$ cat src/rtl/proc_boot_ctrl.sv
// Boot, run and dump controller for the MIPS single-cycle core.
// Loads a program into instruction memory, releases the core until it fetches
// HALT_WORD or hits MAX_CYCLES, then streams the register file out on a valid/ready port.
// Optional build macro DMEM_DUMP_EN appends a data-memory dump after the register dump.
module proc_boot_ctrl #(
    parameter int unsigned       DATA_W     = 32,
    parameter int unsigned       PROG_DEPTH = 8,
    parameter int unsigned       LEN_W      = $clog2(PROG_DEPTH + 1),
    parameter int unsigned       REG_COUNT  = 32,
    parameter logic [DATA_W-1:0] HALT_WORD  = DATA_W'(32'hFC000000),
    parameter int unsigned       MAX_CYCLES = 1000,
    parameter int unsigned       CYC_W      = 16,
    parameter int unsigned       DMEM_WORDS = 16
) (
    input  logic              clk,
    input  logic              resetN,
    input  logic              start,
    input  logic [LEN_W-1:0]  progLen,
    input  logic              progValid,
    input  logic [DATA_W-1:0] progData,
    output logic              progReady,
    output logic              imemWrite,
    output logic [31:0]       imemAddr,
    output logic [DATA_W-1:0] imemData,
    input  logic [DATA_W-1:0] fetchedInstr,
    output logic              coreHold,
    output logic              pcWrite,
    output logic [4:0]        regRdAddr,
    input  logic [DATA_W-1:0] regRdData,
    output logic [31:0]       dmemRdAddr,
    input  logic [DATA_W-1:0] dmemRdData,
    output logic              dumpValid,
    input  logic              dumpReady,
    output logic              dumpSel,
    output logic [31:0]       dumpAddr,
    output logic [DATA_W-1:0] dumpData,
    output logic [CYC_W-1:0]  cycleCount,
    output logic              timeout,
    output logic              busy,
    output logic              done
);

    localparam int unsigned IDX_W = 5;

    typedef enum logic [2:0] {
        StIdle, StLoad, StRun, StDumpReg, StDmemReq, StDmemOut, StDone
    } state_e;

    state_e            stateQ, stateD;
    logic [LEN_W-1:0]  lenQ, lenD;
    logic [LEN_W-1:0]  loadIdxQ, loadIdxD;
    logic [CYC_W-1:0]  cycQ, cycD;
    logic              timeoutQ, timeoutD;
    logic [IDX_W-1:0]  dumpIdxQ, dumpIdxD;
    logic [LEN_W-1:0]  effLen;
    logic              haltHit;

`ifdef DMEM_DUMP_EN
    localparam int unsigned MEM_W = $clog2(DMEM_WORDS + 1);
    logic [MEM_W-1:0]  memIdxQ, memIdxD;
    logic [31:0]       memAddr;
    assign memAddr = {{(30 - MEM_W){1'b0}}, memIdxQ, 2'b00};
`else
    logic unusedDmem;
    assign unusedDmem = ^dmemRdData;
`endif

    // Requests longer than the program buffer are clipped to PROG_DEPTH words.
    assign effLen  = (progLen > LEN_W'(PROG_DEPTH)) ? LEN_W'(PROG_DEPTH) : progLen;
    assign haltHit = (fetchedInstr == HALT_WORD);

    // State and counter registers with synchronous active-low reset.
    always_ff @(posedge clk) begin
        if (!resetN) begin
            stateQ   <= StIdle;
            lenQ     <= '0;
            loadIdxQ <= '0;
            cycQ     <= '0;
            timeoutQ <= 1'b0;
            dumpIdxQ <= '0;
`ifdef DMEM_DUMP_EN
            memIdxQ  <= '0;
`endif
        end else begin
            stateQ   <= stateD;
            lenQ     <= lenD;
            loadIdxQ <= loadIdxD;
            cycQ     <= cycD;
            timeoutQ <= timeoutD;
            dumpIdxQ <= dumpIdxD;
`ifdef DMEM_DUMP_EN
            memIdxQ  <= memIdxD;
`endif
        end
    end

    // Next-state logic and per-state outputs.
    always_comb begin
        stateD     = stateQ;
        lenD       = lenQ;
        loadIdxD   = loadIdxQ;
        cycD       = cycQ;
        timeoutD   = timeoutQ;
        dumpIdxD   = dumpIdxQ;
`ifdef DMEM_DUMP_EN
        memIdxD    = memIdxQ;
`endif
        progReady  = 1'b0;
        imemWrite  = 1'b0;
        imemAddr   = '0;
        imemData   = '0;
        coreHold   = 1'b1;
        pcWrite    = 1'b0;
        regRdAddr  = '0;
        dmemRdAddr = '0;
        dumpValid  = 1'b0;
        dumpSel    = 1'b0;
        dumpAddr   = '0;
        dumpData   = '0;

        case (stateQ)
            StIdle, StDone: begin
                if (start) begin
                    lenD     = effLen;
                    loadIdxD = '0;
                    cycD     = '0;
                    timeoutD = 1'b0;
                    dumpIdxD = '0;
`ifdef DMEM_DUMP_EN
                    memIdxD  = '0;
`endif
                    stateD   = (effLen == '0) ? StRun : StLoad;
                end
            end
            StLoad: begin
                progReady = 1'b1;
                imemWrite = progValid;
                imemAddr  = {{(30 - LEN_W){1'b0}}, loadIdxQ, 2'b00};
                imemData  = progData;
                if (progValid) begin
                    loadIdxD = loadIdxQ + LEN_W'(1);
                    if (loadIdxQ == lenQ - LEN_W'(1)) begin
                        stateD = StRun;
                    end
                end
            end
            StRun: begin
                coreHold = 1'b0;
                // Holding the PC on the halt word keeps it from running past the program end.
                pcWrite  = ~haltHit;
                if (haltHit) begin
                    stateD   = StDumpReg;
                    timeoutD = 1'b0;
                end else if (cycQ == CYC_W'(MAX_CYCLES - 1)) begin
                    stateD   = StDumpReg;
                    timeoutD = 1'b1;
                end else begin
                    cycD = cycQ + CYC_W'(1);
                end
            end
            StDumpReg: begin
                regRdAddr = dumpIdxQ;
                dumpValid = 1'b1;
                dumpAddr  = {{(32 - IDX_W){1'b0}}, dumpIdxQ};
                dumpData  = regRdData;
                if (dumpReady) begin
                    dumpIdxD = dumpIdxQ + IDX_W'(1);
                    if (dumpIdxQ == IDX_W'(REG_COUNT - 1)) begin
`ifdef DMEM_DUMP_EN
                        stateD = StDmemReq;
`else
                        stateD = StDone;
`endif
                    end
                end
            end
`ifdef DMEM_DUMP_EN
            StDmemReq: begin
                dmemRdAddr = memAddr;
                stateD     = StDmemOut;
            end
            StDmemOut: begin
                // Address stays put so the registered read data is stable under backpressure.
                dmemRdAddr = memAddr;
                dumpValid  = 1'b1;
                dumpSel    = 1'b1;
                dumpAddr   = memAddr;
                dumpData   = dmemRdData;
                if (dumpReady) begin
                    memIdxD = memIdxQ + MEM_W'(1);
                    stateD  = (memIdxQ == MEM_W'(DMEM_WORDS - 1)) ? StDone : StDmemReq;
                end
            end
`endif
            default: stateD = StIdle;
        endcase
    end

    assign cycleCount = cycQ;
    assign timeout    = timeoutQ;
    assign done       = (stateQ == StDone);
    assign busy       = (stateQ != StIdle) && (stateQ != StDone);

endmodule

$ cat config.mk
export PLATFORM = sky130hd
export DESIGN_NAME = proc_boot_ctrl
export DESIGN_NICKNAME = d
export VERILOG_FILES = /design/src/rtl/proc_boot_ctrl.sv
export SDC_FILE = /design/constraint.sdc
export NUM_CORES = 1
export LEC_CHECK = 0
export ABC_AREA = 1
export BUFFER_PORTS_ARGS = -buffer_cell sky130_fd_sc_hd__buf_2
export CAP_MARGIN = 40
export CELL_PAD_IN_SITES_DETAIL_PLACEMENT = 1
export CELL_PAD_IN_SITES_GLOBAL_PLACEMENT = 1
export CORE_ASPECT_RATIO = 0.6
export CORE_UTILIZATION = 21
export CTS_CLUSTER_SIZE = 28
export DETAILED_ROUTE_END_ITERATION = 10
export PLACE_DENSITY_LB_ADDON = 0.1
export SYNTH_ARGS = -nofsm -noshare
export SYNTH_HDL_FRONTEND = slang
export SYNTH_SLANG_ARGS = --single-unit
$ cat constraint.sdc
create_clock -name clk -period 1.6 [get_ports clk]
set_clock_uncertainty 0.15 [all_clocks]
set_input_delay 0.32 -clock clk [delete_from_list [all_inputs] [get_ports clk]]
set_output_delay 0.32 -clock clk [all_outputs]
set_load 0.05 [all_outputs]
; ---- Yosys cells after proc, flatten, opt, wreduce, memory -nomap -nowiden
; Index checks and enable logic that the tools add are counted.
[word_totals]
reg_bits = 33
elab_cells = 77
[classes]
add_sub_neg = 4
n_lt_le_gt_ge = 1
eq_ne = 17
mux = 34
bitwise_logic = 1
n_reduce_logical = 14
[op_table]
columns = cell, n
row1 = $mux W32, 2
row2 = $mux W16, 3
row3 = $eq A32 B32 Y1 const B, 1
row4 = $pmux W16 S2, 1
row5 = $mux W3, 7
row6 = $mux W5, 4
row7 = $add A16 B1 Y16 const B, 1
row8 = $eq A16 B10 Y1 const B, 1
row9 = $ne A2 B2 Y1 const B, 7
row10 = $mux W4, 3
row11 = $pmux W3 S4, 1
row12 = $pmux W5 S2, 1
row13 = $reduce_and A3 Y1, 3
row14 = $mux W1, 8
row15 = $pmux W4 S2, 1
row16 = $eq A3 B2 Y1 const B, 2
row17 = $mux W6, 1
row18 = $ne A3 B3 Y1 const B, 2
row19 = $reduce_and A6 Y1, 1
row20 = $reduce_bool A2 Y1, 3
row21 = $add A5 B1 Y5 const B, 1
row22 = $eq A5 B5 Y1 const B, 1
row23 = $add A4 B1 Y4 const B, 1
row24 = $eq A4 B4 Y1, 1
row25 = other kinds (14), 14

; ---- Longest topological paths before layout
[logic_depth]
word_depth = 6
depth_mapped = 13

; ---- Least setup slack after synthesis
; No wires, ideal clock.
[synth_path]
path_kind = register to output
start = register stateQ[1]
end = output port regRdAddr[1]
t_arrival_ns = 1.979
required_time_ns = 1.130
setup_slack_ns = -0.849
path_stages_with_launch = 6
n_path_buf = 3
path_cell_list = dfxtp_1 > nand3_1 > clkbuf_1 > buf_1 > nor2_1 > buf_4
[synth_between]
elab_chain_len = 2
[synth_lines]
columns = item, line
row1 = start: declaration, 49  ; state_e stateQ, stateD;
row2 = start signal: assignment, 75  ; stateQ <= StIdle;
row3 = start signal: assignment, 85  ; stateQ <= stateD;
row4 = $eq A3 B2 Y1, 121  ; case (stateQ)
row5 = $mux W5, 121
row6 = end: declaration, 28  ; output logic [4:0] regRdAddr,
; Every way passes these cells.

; ---- Worst setup path in the final report
[layout_path]
start = register stateQ[1]
end = output port imemData[13]
[layout_between]
elab_chain_len = 2
[layout_lines]
columns = item, line
row1 = $eq A3 B1 Y1, 121
row2 = $mux W32, 121
row3 = end: declaration, 24  ; output logic [DATA_W-1:0] imemData,
; Every way passes these cells.

==> run metrics <==
status=finished, violations left; violations in the final reports=setup timing; via count=about 4700; sequential power share=13.6%; fin nets=1085; Final HPWL DP=12.6 mm; die area=0.0178 mm^2; first-pass GRT wire length=24.3 mm; global route total overflow=0; Sw Share=53.0%; Final ANT Viol Nets=0; clock-pin slew on the worst setup and hold paths=0.06 ns; FILL cells=about 2200; Synth Instances=657; IR drop worst, VDD=0.488 mV; final hold vios=0; Pwr Density=1140 mW/mm^2; fin cells=1172; I/O Buffers=206; htree depth=2; cts bufs inserted=5; CTS tree=built; fin worst setup slack=-0.263 ns; WL final=15.9 mm; CTS Sinks=33; layout cell share with drive strength beyond 1=48.1%; Layout Utilization=between 40% and 50%; via/cell ratio=4.01; largest net degree at the start of global routing=28; RSZ-0062 raised after global routing=yes; hold slack=approximately 0.14 ns; fin crit period=1.86 ns; net switching power=about 0.004 W; hold buffer count at cts=0; row count=36; worst-path cell chain=inv_2 > nand3_2 > buf_12 > buf_4 > nor2_2 > buf_6; area of the core=0.0166 mm^2; worst-skew pair later-pin latency=0.28 ns; Top Ports=between 300 and 400; Int Power=0.00364 W; layout overhead on the synthesized area=87.2%; Mean Syn Cell Area=5.52 um^2; Clock power frac=between 10% and 20%; most frequent cells in the layout=inv_1, nand2_1, buf_2, conb_1, buf_4; Area contributors post-synth=buf_4, dfxtp_1, nor2_1; count of cell types in the netlist=30; Post-Syn Area=0.00363 mm^2; Hold/Removal Path Class=primary input to flop; maximum clock frequency=around 0.54 GHz; starting density of the core=21.9%; Tot GR Track Use=17.1%; clk root buf=clkbuf_16; CP max stage delay=0.36 ns; Die X-Extent=172 um; max-cap violation count=0; Buf+Inv Stages, Crit Path=4; setup TNS=-21.28 ns; critical path launch point type=flop; DP Cell Count=1150; number of DRC markers in iteration 0=184; Ys Warns=0; DRC=0; EDFF count, synth=0; DIE HEIGHT=104 um; crit path kind=flop to output port; WP data arrival=1.39 ns; Pre-antenna DRT Iters=4; Post-synth ARST share=0%; top_reg_cell synth=dfxtp_1; Synth area leader=buf_4; Final Max Tran Viols=0; Comb pwr share=72.1%; Leak Pwr=3.46 nW; critical-path maximum fanout=10; sequential area share after synthesis=18.2%; critical path's top delay family=buffers and inverters; slowest cell on the critical path=dfxtp_4; n_diodes=0; Max Root-Sink Buffers=2; initial antenna violation count=0; Critical Path Sink Type=output port; Worst Path Required=1.13 ns; Tot Pwr=~0.0078 W; routed len/inst=13.5 um; Setup violations, final=117; vias in the first global route=4741; GP Congestion=0.810; Yosys top cell area share=19.2%; Synth Register Bits=33; crit share post-route=116%
[state kept, by name (all words and copies together), names as in the netlist]
name,flops
cycleCount,16
dumpIdxQ,5
lenQ,4
loadIdxQ,4
stateQ,3
timeout,1
[synth_stat cells, types with 6 or more instances]
cell type and count:
clkbuf_1 6, a21oi_1 27, nand4_1 16, inv_1 129, nor3_1 7, nor2_1 144
nand2_1 129, o21ai_0 9, dfxtp_1 33, buf_4 93, nand3_1 24
[power groups by stage]
stage	clock network, W	logic, W	registers, W
final	0.00111	0.00559	0.00106
after global routing	0.00118	0.00594	0.00107
after CTS	0.00115	0.00526	0.00106
after detailed placement	0	0.00452	0.00105
after global placement	0	0.00446	0.00105
after floorplan	0	0.00323	0.00111
[worst reg2reg max path: stages, from the launching register on]
cell and delay (ns):
dfxtp_4 0.37, inv_2 0.09, nand2_1 0.08, nand2_1 0.14
nand2_4 0.08, buf_12 0.14, nor2_4 0.14, inv_4 0.09
o21ai_2 0.13, o21ai_0 0.12, nor3b_1 0.15
[timing repair]
item,in CTS,in global routing
gates resized for setup,216,57
pin swaps,17,4
setup endpoints to repair,116,120
cloned,0,3
setup buffers,8,3
[per-stage QoR]
step / worst slack, ns / area [um^2]
floorplan: -0.186 / 4380
global placement: -0.245 / 5550
detailed placement: -0.356 / 5550
CTS: -0.255 / 6470
global route: -0.321 / 6790
finish: -0.263 / 6790
[metal layers]
layer	GRT usage (%)	share of wire, %
met1	22.3	44
met2	28.6	48
met3	4.32	7.4
met4	2.36	0.48
met5	0	0
[cell type report]
type	count	area, um^2	share of cell area [%]
multi-input combinational	471	2660	39.1
timing repair buffer	297	2460	36.2
sequential	33	707	10.4
inverter	135	520	7.66
tap	228	285	4.20
clock buffer	6	129	1.90
clock inverter	2	33.8	0.497
[final timing paths]
check                    startpoint                        to  slack (ns)  cells after the start
max reg2reg  stateQ[0]$_SDFFE_PN0P_  loadIdxQ[2]$_SDFFE_PN0P_       -0.19                     10
min                      progLen[2]      lenQ[2]$_SDFFE_PN0P_        0.14                      3
max          stateQ[1]$_SDFFE_PN0P_              imemData[13]       -0.26                      6
min reg2reg    lenQ[1]$_SDFFE_PN0P_      lenQ[1]$_SDFFE_PN0P_        0.33                      2
[logic make-up (layout without fill, tap and decap cells)]
logic type	Yosys count	after routing	synth area share, %
and+or+nand+nor	332	333	38.2
buffers and inverters	241	440	34.9
AOI/OAI and AO/OA	44	44	6.66
DFF	33	33	18.2
adders and majority gates	5	5	1.72
other	1	88	0.103
xor gates and xnor gates	1	1	0.241
Note: power is estimated with default switching activity, not from simulation.
